## src/rtl/store_unit.sv

```systemverilog
// store_unit: memory-stage executor for SB/SH/SW stores with alignment check,
// lane replication and a single-outstanding req/ack transaction with ack timeout.
package store_unit_pkg;
    typedef logic [3:0] oper_t;
    localparam oper_t OP_NOP = 4'd0;
    localparam oper_t OP_SB  = 4'd1;
    localparam oper_t OP_SH  = 4'd2;
    localparam oper_t OP_SW  = 4'd3;
endpackage

module store_unit
    import store_unit_pkg::*;
#(
    parameter int TIMEOUT_CYCLES = 255,
    parameter int TO_W           = 8
) (
    input  logic        clk,
    input  logic        rst_n,
    input  logic        in_valid,
    output logic        in_ready,
    input  oper_t       in_op,
    input  logic [31:0] in_base,
    input  logic [31:0] in_imm,
    input  logic [31:0] in_data,
    output logic        mem_req,
    output logic [31:0] mem_addr,
    output logic [3:0]  mem_be,
    output logic [31:0] mem_wdata,
    input  logic        mem_ack,
    output logic        done_valid,
    output logic [1:0]  done_fault,
    output logic [31:0] done_addr
);
    typedef enum logic [1:0] {IDLE, REQ, RESP} state_t;

    state_t          state, state_nx;
    logic [31:0]     eaddr, eaddr_q, wdata_d, wdata_q;
    logic [3:0]      be_d, be_q;
    logic [1:0]      fault_q;
    logic [TO_W-1:0] cnt;
    logic            is_sb, is_sh, is_sw, is_store, misaligned, last;

    always_comb begin
        eaddr      = in_base + in_imm;
        is_sb      = in_op == OP_SB;
        is_sh      = in_op == OP_SH;
        is_sw      = in_op == OP_SW;
        is_store   = is_sb || is_sh || is_sw;
        misaligned = (is_sh && eaddr[0]) || (is_sw && eaddr[1:0] != 2'b00);
        be_d       = is_sb ? 4'b0001 << eaddr[1:0] : is_sh ? 4'b0011 << eaddr[1:0] : 4'b1111;
        wdata_d    = is_sb ? {4{in_data[7:0]}} : is_sh ? {2{in_data[15:0]}} : in_data;
        last       = cnt == TO_W'(TIMEOUT_CYCLES - 1);
    end

    always_ff @(posedge clk or negedge rst_n) begin
        if (!rst_n) state <= IDLE;
        else        state <= state_nx;
    end

    always_comb begin
        state_nx = state;
        case (state)
            IDLE:    state_nx = !in_valid ? IDLE : (is_store && !misaligned) ? REQ : RESP;
            REQ:     state_nx = (mem_ack || last) ? RESP : REQ;
            default: state_nx = IDLE;
        endcase
    end

    // Transaction context is captured at accept; only the counter and timeout fault evolve in REQ.
    always_ff @(posedge clk or negedge rst_n) begin
        if (!rst_n) begin
            eaddr_q <= '0;
            be_q    <= '0;
            wdata_q <= '0;
            fault_q <= '0;
            cnt     <= '0;
        end else if (state == IDLE && in_valid) begin
            eaddr_q <= eaddr;
            be_q    <= be_d;
            wdata_q <= wdata_d;
            fault_q <= misaligned ? 2'b01 : 2'b00;
            cnt     <= '0;
        end else if (state == REQ && !mem_ack) begin
            cnt     <= cnt + 1'b1;
            fault_q <= last ? 2'b10 : fault_q;
        end
    end

    always_comb begin
        in_ready   = state == IDLE;
        mem_req    = state == REQ;
        mem_addr   = mem_req ? {eaddr_q[31:2], 2'b00} : '0;
        mem_be     = mem_req ? be_q : '0;
        mem_wdata  = mem_req ? wdata_q : '0;
        done_valid = state == RESP;
        done_fault = done_valid ? fault_q : '0;
        done_addr  = done_valid ? eaddr_q : '0;
    end
endmodule

```

## config.mk

```make
export PLATFORM = sky130hd
export DESIGN_NAME = store_unit
export DESIGN_NICKNAME = d
export VERILOG_FILES = /design/src/rtl/store_unit.sv
export SDC_FILE = /design/constraint.sdc
export NUM_CORES = 1
export LEC_CHECK = 0
export ABC_AREA = 1
export BUFFER_PORTS_ARGS = -buffer_cell sky130_fd_sc_hd__buf_2
export CAP_MARGIN = 15
export CORE_MARGIN = 5
export CORE_UTILIZATION = 47
export CTS_CLUSTER_SIZE = 20
export DETAILED_ROUTE_END_ITERATION = 8
export PLACE_DENSITY = 0.78
export RECOVER_POWER = 25
export SYNTH_ARGS = -nofsm -noshare
export SYNTH_HDL_FRONTEND = slang
export SYNTH_SLANG_ARGS = --single-unit
export TNS_END_PERCENT = 20
```

## constraint.sdc

```tcl
create_clock -name clk -period 1.5 [get_ports clk]
set_clock_uncertainty 0.2 [all_clocks]
set_input_delay 0.15 -clock clk [delete_from_list [all_inputs] [get_ports clk]]
set_output_delay 0.15 -clock clk [all_outputs]
set_load 0.05 [all_outputs]
```

== Word-level counts from Yosys, hierarchy flattened ==
Cells that the tools add are included.
W data, S select, Z words.
Word-level totals
  flip-flop bits (word level): 80
  word-level logic and storage cells: 51
  output and inout bits: 105
  input port bits: 104
Cells by class
  shifts and indexed selects: 2
  eq/ne operators: 6
  reductions and logical operators: 16
  add/subtract/negate cells: 2
  muxes and demuxes: 19
Operators by type and width (number)
  $mux W32: 5
  $add A32 B32 Y32: 1
  $mux W8: 2
  $mux W2: 7
  $mux W4: 3
  $add A8 B1 Y8 const B: 1
  $eq A4 B2 Y1 const B: 2
  $eq A8 B8 Y1 const B: 1
  $reduce_bool A2 Y1: 3
  $logic_and A1 B1 Y1: 5
  $eq A4 B1 Y1 const B: 1
  $logic_or A1 B1 Y1: 4
  $pmux W2 S2: 1
  $shl A1 B2 Y4 const A: 1
  $shl A2 B2 Y4 const A: 1
  $eq A2 B1 Y1 const B: 1
  $eq A2 B2 Y1 const B: 1
  $logic_not A1 Y1: 2
  $logic_not A2 Y1: 1
  $reduce_and A2 Y1: 1
  $mux W1: 1

== Depth between registers and ports, before layout ==
  depth in word-level cells: 9
  gate-level depth with buffers: 12
  gate-level depth less buffers: 12

== Worst setup path after synthesis ==
OpenSTA, ideal clock, no wires.
  path kind: register -> output
  from: register state[1]
  to: output mem_wdata[10]
  required time: 1.150 ns
  arrival: 1.910 ns
  setup slack: -0.760 ns
  cell stages (with the launch flop): 6
  path buffers: 2
  cell sequence: dfrtp_1 -> nor2_4 -> inv_1 -> buf_2 -> buf_1 -> nor2_1
On the way
  cells in the longest elaborated chain, start to end: 2
RTL lines
  start, declared: RTL line 36  | state_t state, state_nx;
  start signal, assigned: RTL line 57  | else state <= state_nx;
  $eq A2 B1 Y1: RTL line 91  | mem_req = state == REQ;
  net mem_req: RTL line 25  | output logic mem_req,
  $mux W32: RTL line 94  | mem_wdata = mem_req ? wdata_q : '0;
  end, declared: RTL line 28  | output logic [31:0] mem_wdata,
The timed path passes the listed nets, and every way through them passes these cells.

== Worst setup path after layout ==
  from: register state[1]
  to: output mem_wdata[11]
On the way
  cells in the longest elaborated chain, start to end: 2
RTL lines (RTL line)
  $eq A2 B1 Y1: 91
  $mux W32: 94
No other way between the ends.

==> run_results.csv <==
group,metric,value,unit
power_and_ir_drop,max-vdd-ir-drop,0.0006066,V
drt,via_count,7974,
layout,final_cell_mix,"nand2_1 (287), inv_1 (208), buf_2 (103)",
logic_synthesis,synth-main-ff-cell,"dfrtp_1",
timing,fin_crit_sh,1.260,
logic_synthesis,syn_inst,1040,
drt,highest_layer,"met4",
drt,wl_per_cell,16.88,µm
grt,grt_usage,0.2799,
critical_path,critical_path_arrival,1.54,ns
floorplanning,die_x,126.9,µm
logic_synthesis,yosysUniqueCellTypes,40,
floorplanning,rows,42,
critical_path,cp-start-kind,"flop",
layout,drive_gt1_frac,0.3495,
grt,grt_pass1_wl,36.76,mm
drt,wl_met3,1.740,mm
timing,max_freq,0.5291,GHz
logic_synthesis,ys_warn_count,0,
floorplanning,dieHeight,126.9,µm
layout,final_common_cell,"nand2_1",
power_and_ir_drop,finalPower,0.009998,W
drt,wl_met2,13.36,mm
timing,final-setup-viol-count,166,
logic_synthesis,syn_area,6417,µm²
run_status,status,"complete, but fails checks",
logic_synthesis,avgSynthCellArea,6.171,µm²
drt,drc,0,
timing,whs,0.04767,ns
timing,rsz0062_at_grt,"true",
logic_synthesis,async_reset_ff_frac,1.000,
place,dp_hpwl,16.26,mm
critical_path,crit_path_max_fanout,11,
clock_tree,cts_root_buffer,"clkbuf_16",
floorplanning,dieArea,16090,µm²
drt,routedLengthMet1,9.903,mm
power_and_ir_drop,power_leakage,5.705,nW
drt,postRouteAntennaNets,0,
floorplanning,ios,209,
timing,final.setup.worst_slack,-0.3899,ns
drt,detail_route.first_pass.iterations,5,
run_status,violations,"negative setup slack",
grt,grt_overflow_total,0,
logic_synthesis,synth-edff-count,0,
clock_tree,clkTransAtPathRegs,0.06,ns
timing,timing.final.hold_violations,0,
layout,insertedDiodeCount,0,
place,place.gp.congestion,0.8550,
clock_tree,cts_buffer_depth,2,
clock_tree,cts.sinks,80,
critical_path,required,1.15,ns
run,maxCapViolCount,0,
timing,finalMaxSlewViolations,0,
timing,worstMarginPinSlew,0.7658,ns
worst_hold_path,min_path_type,"in2reg",
logic_synthesis,ys_ff_latch,80,
critical_path,critical_path_class,"reg2out",
layout,final_nets,1500,
grt,grt_start_max_net_pins,31,
grt,grt_pass1_vias,7708,
critical_path,crit_path_end_kind,"output port",
drt,viasPerCell,5.185,
layout,syn_to_final_growth,66.74,%
place,numPortBuffers,206,
floorplanning,core_area,13300,µm²
power_and_ir_drop,power.density,934.4,nW/µm²
grt,antenna_found_initial,0,
clock_tree,insertion_delay,0.33,ns
timing,period_needed,1.890,ns
drt,routed_wl,25.96,mm
timing,slew_headroom,0.4895,
floorplanning,initial_core_util,0.4827,
logic_synthesis,yosysSeqAreaShare,0.3120,
drt,drt_iter0_drc,760,
clock_tree,cts_made_buffers,9,
clock_tree,htreeDepth,3,
clock_tree,tritoncts,"yes",
## cells in the mapped netlist, types with 2 or more instances
cell type,instances,share of area
dfrtp_1,80,0.31
a211oi_1,4,0.0047
nand2_2,2,0.0019
buf_2,12,0.0094
o21bai_1,3,0.0035
a22oi_1,7,0.0082
buf_4,4,0.0047
nand4_1,3,0.0029
inv_1,213,0.12
o22ai_1,8,0.0078
o21ai_0,48,0.037
nor2_1,157,0.092
ha_1,37,0.072
xnor2_1,12,0.016
nand2_1,296,0.17
a21oi_1,46,0.036
nor3_1,10,0.0078
nor2_4,3,0.0053
nor2_2,2,0.0019
clkbuf_1,10,0.0058
nand3_1,48,0.037
o21ai_1,10,0.0078
buf_1,3,0.0018
inv_2,5,0.0029
nand3b_1,2,0.0023
## final timing paths
kind / startpoint / end / slack [ns] / depth (start not counted)
max: state[1]$_DFF_PN0_ / mem_wdata[11] / -0.39 / 5
min: in_op[2] / state[0]$_DFF_PN0_ / 0.05 / 5
max reg2reg: state[0]$_DFF_PN0_ / wdata_q[20]$_DFFE_PN0P_ / -0.31 / 8
min reg2reg: eaddr_q[22]$_DFFE_PN0P_ / eaddr_q[22]$_DFFE_PN0P_ / 0.28 / 2
max in group asynchronous: rst_n / wdata_q[6]$_DFFE_PN0P_ / 0.24 / 3
min in group asynchronous: rst_n / eaddr_q[0]$_DFFE_PN0P_ / 0.23 / 2
## cell type report
class | instances | area, µm²
clock buffer | 12 | 246.5
clock inverter | 3 | 42.54
fill | 841 | 2595
inverter | 218 | 825.8
multi-input combinational | 714 | 4335
sequential | 80 | 2003
tap | 176 | 220.2
timing repair buffer | 335 | 3027
## stage by stage
step	instance area [µm²]	setup WS, ns	std cells	setup TNS (ns)	util
floorplan	6967	-0.3987	1041	-48.03	-
global placement	8890	-0.4994	1486	-28.44	0.6686
detailed placement	8890	-0.5320	1486	-30.98	0.6686
CTS	10310	-0.3735	1537	-38.28	0.7752
global route	10700	-0.4610	1538	-50.66	0.8048
finish	10700	-0.3899	1538	-39.45	0.8048
## power breakdown
| group | internal [W] | switching [W] |
|---|---|---|
| sequential | 0.00264 | 0.000281 |
| clock | 0.00132 | 0.000831 |
| combinational | 0.00178 | 0.00315 |
| total | 0.00574 | 0.00426 |
## metal layers
layer  up-vias  global-route usage
met5         -                   0
met4         0              0.1249
met3        80             0.04245
met2       440              0.5115
met1      3652              0.3217
li1       3802                   -
## logic make-up after synthesis
family | share of synthesized area
xor gates and xnor gates | 0.01638
other | 0.0005843
adders and majority gates | 0.07526
DFF | 0.3120
and+or+nand+nor | 0.3336
AOI/OAI and AO/OA | 0.1131
buffers and inverters | 0.1492
## state kept, by name (all words and copies together), names as in the netlist
register  flops
be_q          4
cnt           8
eaddr_q      32
fault_q       2
state         2
wdata_q      32
## worst max-delay path, cell delays in order (launching register included)
cell,delay (ns)
dfrtp_2,0.46
nor2_4,0.15
inv_6,0.11
buf_16,0.19
nor2_4,0.12
buf_6,0.16
## what timing repair did
action                                  4_1_cts  5_1_grt
buffers inserted                              2        0
hold endpoints to repair                    113        0
gates resized for setup                     227      101
pin swaps                                     6        8
cloned                                        1        1
endpoints found under the setup margin      166      181
hold buffers                                 33        0
Power figures use the tool's default switching activity.
